==> src/rtl/pkg_semaforo.sv <==
// Shared types and constants for the traffic-light timer: BCD digit, timer FSM states, default preset tables.
package pkg_semaforo;

  typedef logic [3:0] bcd_t;

  typedef enum logic [1:0] {
    OCIOSO   = 2'd0,
    CONTANDO = 2'd1,
    FIM      = 2'd2
  } estado_tmp_t;

  localparam bcd_t BCD_MAX = 4'd9;

  // Entry 0 in the LSBs: phases 0..3 = 10,15,30,05 (normal) and 10,22,00,05 (special).
  localparam logic [31:0] PRESET_NORMAL_DEF = {8'h05, 8'h30, 8'h15, 8'h10};
  localparam logic [31:0] PRESET_ESP_DEF    = {8'h05, 8'h00, 8'h22, 8'h10};

  function automatic bcd_t sat_bcd(input logic [3:0] d);
    return (d > BCD_MAX) ? BCD_MAX : d;
  endfunction

endpackage

==> src/rtl/tabela_preset.sv <==
// Combinational per-phase preset lookup; picks the normal or special table and clamps any
// non-decimal digit to 9 so the counter never starts from an illegal BCD value.
module tabela_preset
  import pkg_semaforo::*;
#(
  parameter int                        EST_W         = 2,
  parameter logic [8*(2**EST_W)-1:0]   PRESET_NORMAL = PRESET_NORMAL_DEF,
  parameter logic [8*(2**EST_W)-1:0]   PRESET_ESP    = PRESET_ESP_DEF
) (
  input  logic [EST_W-1:0] estado,
  input  logic             caso_esp,
  output bcd_t             dez_preset,
  output bcd_t             unid_preset
);

  logic [7:0] entrada;

  always_comb begin
    entrada = caso_esp ? PRESET_ESP[{estado, 3'b000} +: 8]
                       : PRESET_NORMAL[{estado, 3'b000} +: 8];
  end

  assign dez_preset  = sat_bcd(entrada[7:4]);
  assign unid_preset = sat_bcd(entrada[3:0]);

endmodule

==> src/rtl/temporizador_preset.sv <==
// Two-digit BCD down-counter timer: reloads a per-phase preset on phase change or explicit load,
// counts down one step per unpaused tick and pulses fim once on reaching 00.
module temporizador_preset
  import pkg_semaforo::*;
#(
  parameter int                        EST_W         = 2,
  parameter logic [8*(2**EST_W)-1:0]   PRESET_NORMAL = PRESET_NORMAL_DEF,
  parameter logic [8*(2**EST_W)-1:0]   PRESET_ESP    = PRESET_ESP_DEF
) (
  input  logic             clk,
  input  logic             reset,
  input  logic [EST_W-1:0] estado,
  input  logic             caso_esp,
  input  logic             carregar,
  input  logic             tick,
  input  logic             pausa,
  output bcd_t             dez,
  output bcd_t             unid,
  output logic             ativo,
  output logic             fim
);

  estado_tmp_t      st, st_n;
  logic [EST_W-1:0] estado_reg;
  bcd_t             dez_p, unid_p, dez_n, unid_n;
  logic             fim_n;
  logic             carga, preset_zero, passo, chega_zero, em_zero;

  tabela_preset #(
    .EST_W         (EST_W),
    .PRESET_NORMAL (PRESET_NORMAL),
    .PRESET_ESP    (PRESET_ESP)
  ) u_tabela (
    .estado      (estado),
    .caso_esp    (caso_esp),
    .dez_preset  (dez_p),
    .unid_preset (unid_p)
  );

  assign carga       = carregar || (estado != estado_reg);
  assign preset_zero = (dez_p == 4'd0) && (unid_p == 4'd0);
  assign passo       = tick && !pausa;
  assign chega_zero  = (dez == 4'd0) && (unid == 4'd1);
  assign em_zero     = (dez == 4'd0) && (unid == 4'd0);

  always_ff @(posedge clk) begin
    if (reset) begin
      st         <= OCIOSO;
      estado_reg <= '0;
      dez        <= '0;
      unid       <= '0;
      ativo      <= 1'b0;
      fim        <= 1'b0;
    end else begin
      st         <= st_n;
      estado_reg <= estado;
      dez        <= dez_n;
      unid       <= unid_n;
      ativo      <= (st_n == CONTANDO);
      fim        <= fim_n;
    end
  end

  // A load event overrides everything else, including a coincident tick.
  always_comb begin
    st_n = st;
    if (carga) begin
      st_n = preset_zero ? FIM : CONTANDO;
    end else begin
      case (st)
        CONTANDO: if (passo && chega_zero) st_n = FIM;
        default:  st_n = st;
      endcase
    end
  end

  always_comb begin
    dez_n  = dez;
    unid_n = unid;
    fim_n  = 1'b0;
    if (carga) begin
      dez_n  = dez_p;
      unid_n = unid_p;
      fim_n  = preset_zero;
    end else if ((st == CONTANDO) && passo && !em_zero) begin
      if (unid != 4'd0) begin
        unid_n = unid - 4'd1;
      end else begin
        unid_n = BCD_MAX;
        dez_n  = dez - 4'd1;
      end
      fim_n = chega_zero;
    end
  end

endmodule

==> config.mk <==
export PLATFORM = sky130hd
export DESIGN_NAME = temporizador_preset
export DESIGN_NICKNAME = d
export VERILOG_FILES = /design/src/rtl/pkg_semaforo.sv /design/src/rtl/tabela_preset.sv /design/src/rtl/temporizador_preset.sv
export SDC_FILE = /design/constraint.sdc
export NUM_CORES = 1
export LEC_CHECK = 0
export ABC_CLOCK_PERIOD_IN_PS = 1400
export BUFFER_PORTS_ARGS = -buffer_cell sky130_fd_sc_hd__buf_2
export CAP_MARGIN = 0
export CORE_ASPECT_RATIO = 1.1
export CORE_MARGIN = 8
export CORE_UTILIZATION = 47
export DETAILED_ROUTE_END_ITERATION = 8
export PLACE_DENSITY_LB_ADDON = 0.15
export SLEW_MARGIN = 20
export SYNTH_ARGS = -nofsm -noshare
export SYNTH_HDL_FRONTEND = slang
export SYNTH_HIERARCHICAL = 1
export SYNTH_SLANG_ARGS = --single-unit
==> constraint.sdc <==
create_clock -name clk -period 1.4 [get_ports clk]
set_input_delay 0.07 -clock clk [delete_from_list [all_inputs] [get_ports clk]]
set_output_delay 0.07 -clock clk [all_outputs]
set_load 0.02 [all_outputs]
==> impl_metrics.env <==
export IMPL_stdcell_area_sq_um=1305
export IMPL_htree_levels=1
export IMPL_mostFrequentLayoutCells="buf_4 (23), buf_2 (17), nor2_1 (12)"
export IMPL_drtPass1Iterations=4
export IMPL_hold_viol=0
export IMPL_period_needed_ns=1.477
export IMPL_ant_nets=0
export IMPL_path_cells="nand4bb_1, buf_6, or4_4, a311oi_2"
export IMPL_synth_top_area_share_pct=31.77
export IMPL_route_detailed_drc=0
export IMPL_async_flop_share_pct=0
export IMPL_top_regs="dez (4), unid (4)"
export IMPL_die_y_um=61.44
export IMPL_grt_pass1_vias=822
export IMPL_holdWs_ns=0.1005
export IMPL_dpl_cell_area_sq_um=1129
export IMPL_vias_per_cell=5.624
export IMPL_hold_start="estado[1]"
export IMPL_irDropWorstVdd_v=0.0006894
export IMPL_dp_cells=148
export IMPL_leakage_uw=0.0005503
export IMPL_startpoint="st[1]"
export IMPL_die_w_um=57.31
export IMPL_fin_crit_sh_pct=105.5
export IMPL_drv_slew=0
export IMPL_io_pins=18
export IMPL_yosysTopAreaCell="dfxtp_1"
export IMPL_required_ns=1.59
export IMPL_clock_fmax_mhz=677.2
export IMPL_fin_cells=157
export IMPL_hp_class="input port to register"
export IMPL_synth_ff_type="dfxtp_1"
export IMPL_path_class="register to register"
export IMPL_synth_seq_cells=14
export IMPL_n_antenna_cell=0
export IMPL_violations="negative setup slack"
export IMPL_cts_buffer_depth=2
export IMPL_dr_first_iter_drc_count=6
export IMPL_critical_path_top_delay_family="simple AND/OR/NAND/NOR gates"
export IMPL_cts_clk_slew_worst_paths_ns=0.09
export IMPL_core_area_sq_um=1782
export IMPL_grt_first_pass_wirelength_um=3636
export IMPL_worstPathMaxFanout=7
export IMPL_layout_nets=149
export IMPL_place_gp_congestion=0.7616
export IMPL_rr_startpoint="st[1]"
export IMPL_portBuffers=17
export IMPL_wl_per_cell_um=14.78
export IMPL_slowest_delay_ns=0.48
export IMPL_setup_violations=7
export IMPL_start_util_pct=49.51
export IMPL_crit_path_start_kind="register"
export IMPL_clockRootBuffer="clkbuf_4"
export IMPL_track_usage_pct=13.33
export IMPL_area_delta_synth_final_pct=47.94
export IMPL_postSynthAreaPerCell_sq_um=8.821
export IMPL_worstSetupEndpointType="register"
export IMPL_dp_hpwl_um=1695
export IMPL_p_total_uw=1140
export IMPL_fin_skew_ns=0.006650
export IMPL_setup_ws_ns=-0.07677
export IMPL_totalWireLength_um=2320
export IMPL_status="finished, violations left"
export IMPL_antenna_found_initial=0
export IMPL_ys_types=45
export IMPL_yosys_top_cells_area="dfxtp_1 (32%), nor2_1 (5.1%), a211oi_1 (4.3%)"
export IMPL_cts_buffers=3
export IMPL_synthCells=100
export IMPL_cellPowerDensity_nw_per_um2=873.7
export IMPL_num_rows=16
export IMPL_crit_slowest_cell="or4_4"
export IMPL_cts_tree="yes"
export IMPL_arrival_ns=1.67
export IMPL_drv_cap=0
export IMPL_dieArea_sq_um=3521
export IMPL_insertion_delay_ns=0.29
export IMPL_yosysWarningCount=6
export IMPL_drive_above_1_share_pct=53.24
export IMPL_grt_max_degree=16
export IMPL_synth_edf_count=0
export IMPL_dr_total_vias=883
export IMPL_layout_commonest_cell="buf_4"
export IMPL_overflow=0
export IMPL_yosysSeqAreaShare_pct=31.77
export IMPL_numClockSinks=14
export IMPL_critPathBufInv=1
export IMPL_synth_area_sq_um=882.1
export IMPL_rsz0062_at_grt="yes"
export IMPL_post_route_util_pct=73.24
## synth_stat cells, types with 2 or more instances
cell	instances
a211oi_2	2
inv_1	4
o21ai_0	2
nor4_2	2
mux2i_1	2
dfxtp_1	14
a211oi_1	5
a21oi_1	3
buf_4	5
buf_2	2
nand2_1	2
nor2_1	12
xor2_1	2
nor3_1	5
nor2b_1	4
or3_1	4
a311oi_1	2
## routing by layer
metal / share of wire (%) / GRT usage (%)
met5: 0 / 0
met4: 0 / 1.071
met3: 5.4 / 5.219
met2: 52 / 23.67
met1: 43 / 15.41
## worst paths after layout
check                                      to  slack (ns)  cells past startpoint
worst max-delay path                  unid[1]       -0.08                      4
worst min-delay path            estado_reg[1]        0.10                      2
worst max register to register        unid[1]       -0.08                      4
worst min register to register         dez[1]        0.56                      2
## logic make-up (layout without fill, tap and decap cells)
kind of cell	Yosys count	count (layout)	synth area share, %
AND/OR/NAND/NOR	43	43	32.34
AO/OA/AOI/OAI	23	23	20.43
flip-flops	14	14	31.77
buffers and inverters	13	50	8.369
XOR/XNOR	3	3	2.979
multiplexers	2	2	2.270
adder cells (fa/ha/maj)	1	1	1.418
other	1	3	0.4251
## power breakdown
| group | internal [uW] | switching (uW) |
|---|---|---|
| registers | 425 | 21.7 |
| clock network | 158 | 140 |
| logic | 189 | 205 |
## final cells by class
cell class,instances,area [sq um]
clock buffer,4,36.28
fill,131,476.7
inverter,4,15.01
multi-input combinational,75,649.4
sequential,14,292.8
tap,18,22.52
timing repair buffer,42,289.0
## timing repair
| action | 4_1_cts | 5_1_grt |
|---|---|---|
| setup endpoints to repair | 9 | 11 |
| resized for setup | 9 | 7 |
| hold buffers | 0 | 0 |
| pin swaps | 5 | 12 |
| buffers inserted | 2 | 4 |
| hold endpoints to repair | 0 | 0 |
## metrics by stage
| stage | setup TNS, ns | setup slack (ns) |
|---|---|---|
| CTS | -0.1825 | -0.06424 |
| finish | -0.2370 | -0.07677 |
| global placement | -0.08696 | -0.05758 |
| floorplan | -0.03250 | -0.01874 |
| detailed placement | -0.2707 | -0.07583 |
| global route | -0.8302 | -0.1270 |
No activity file was read; power rests on OpenSTA's default activity.
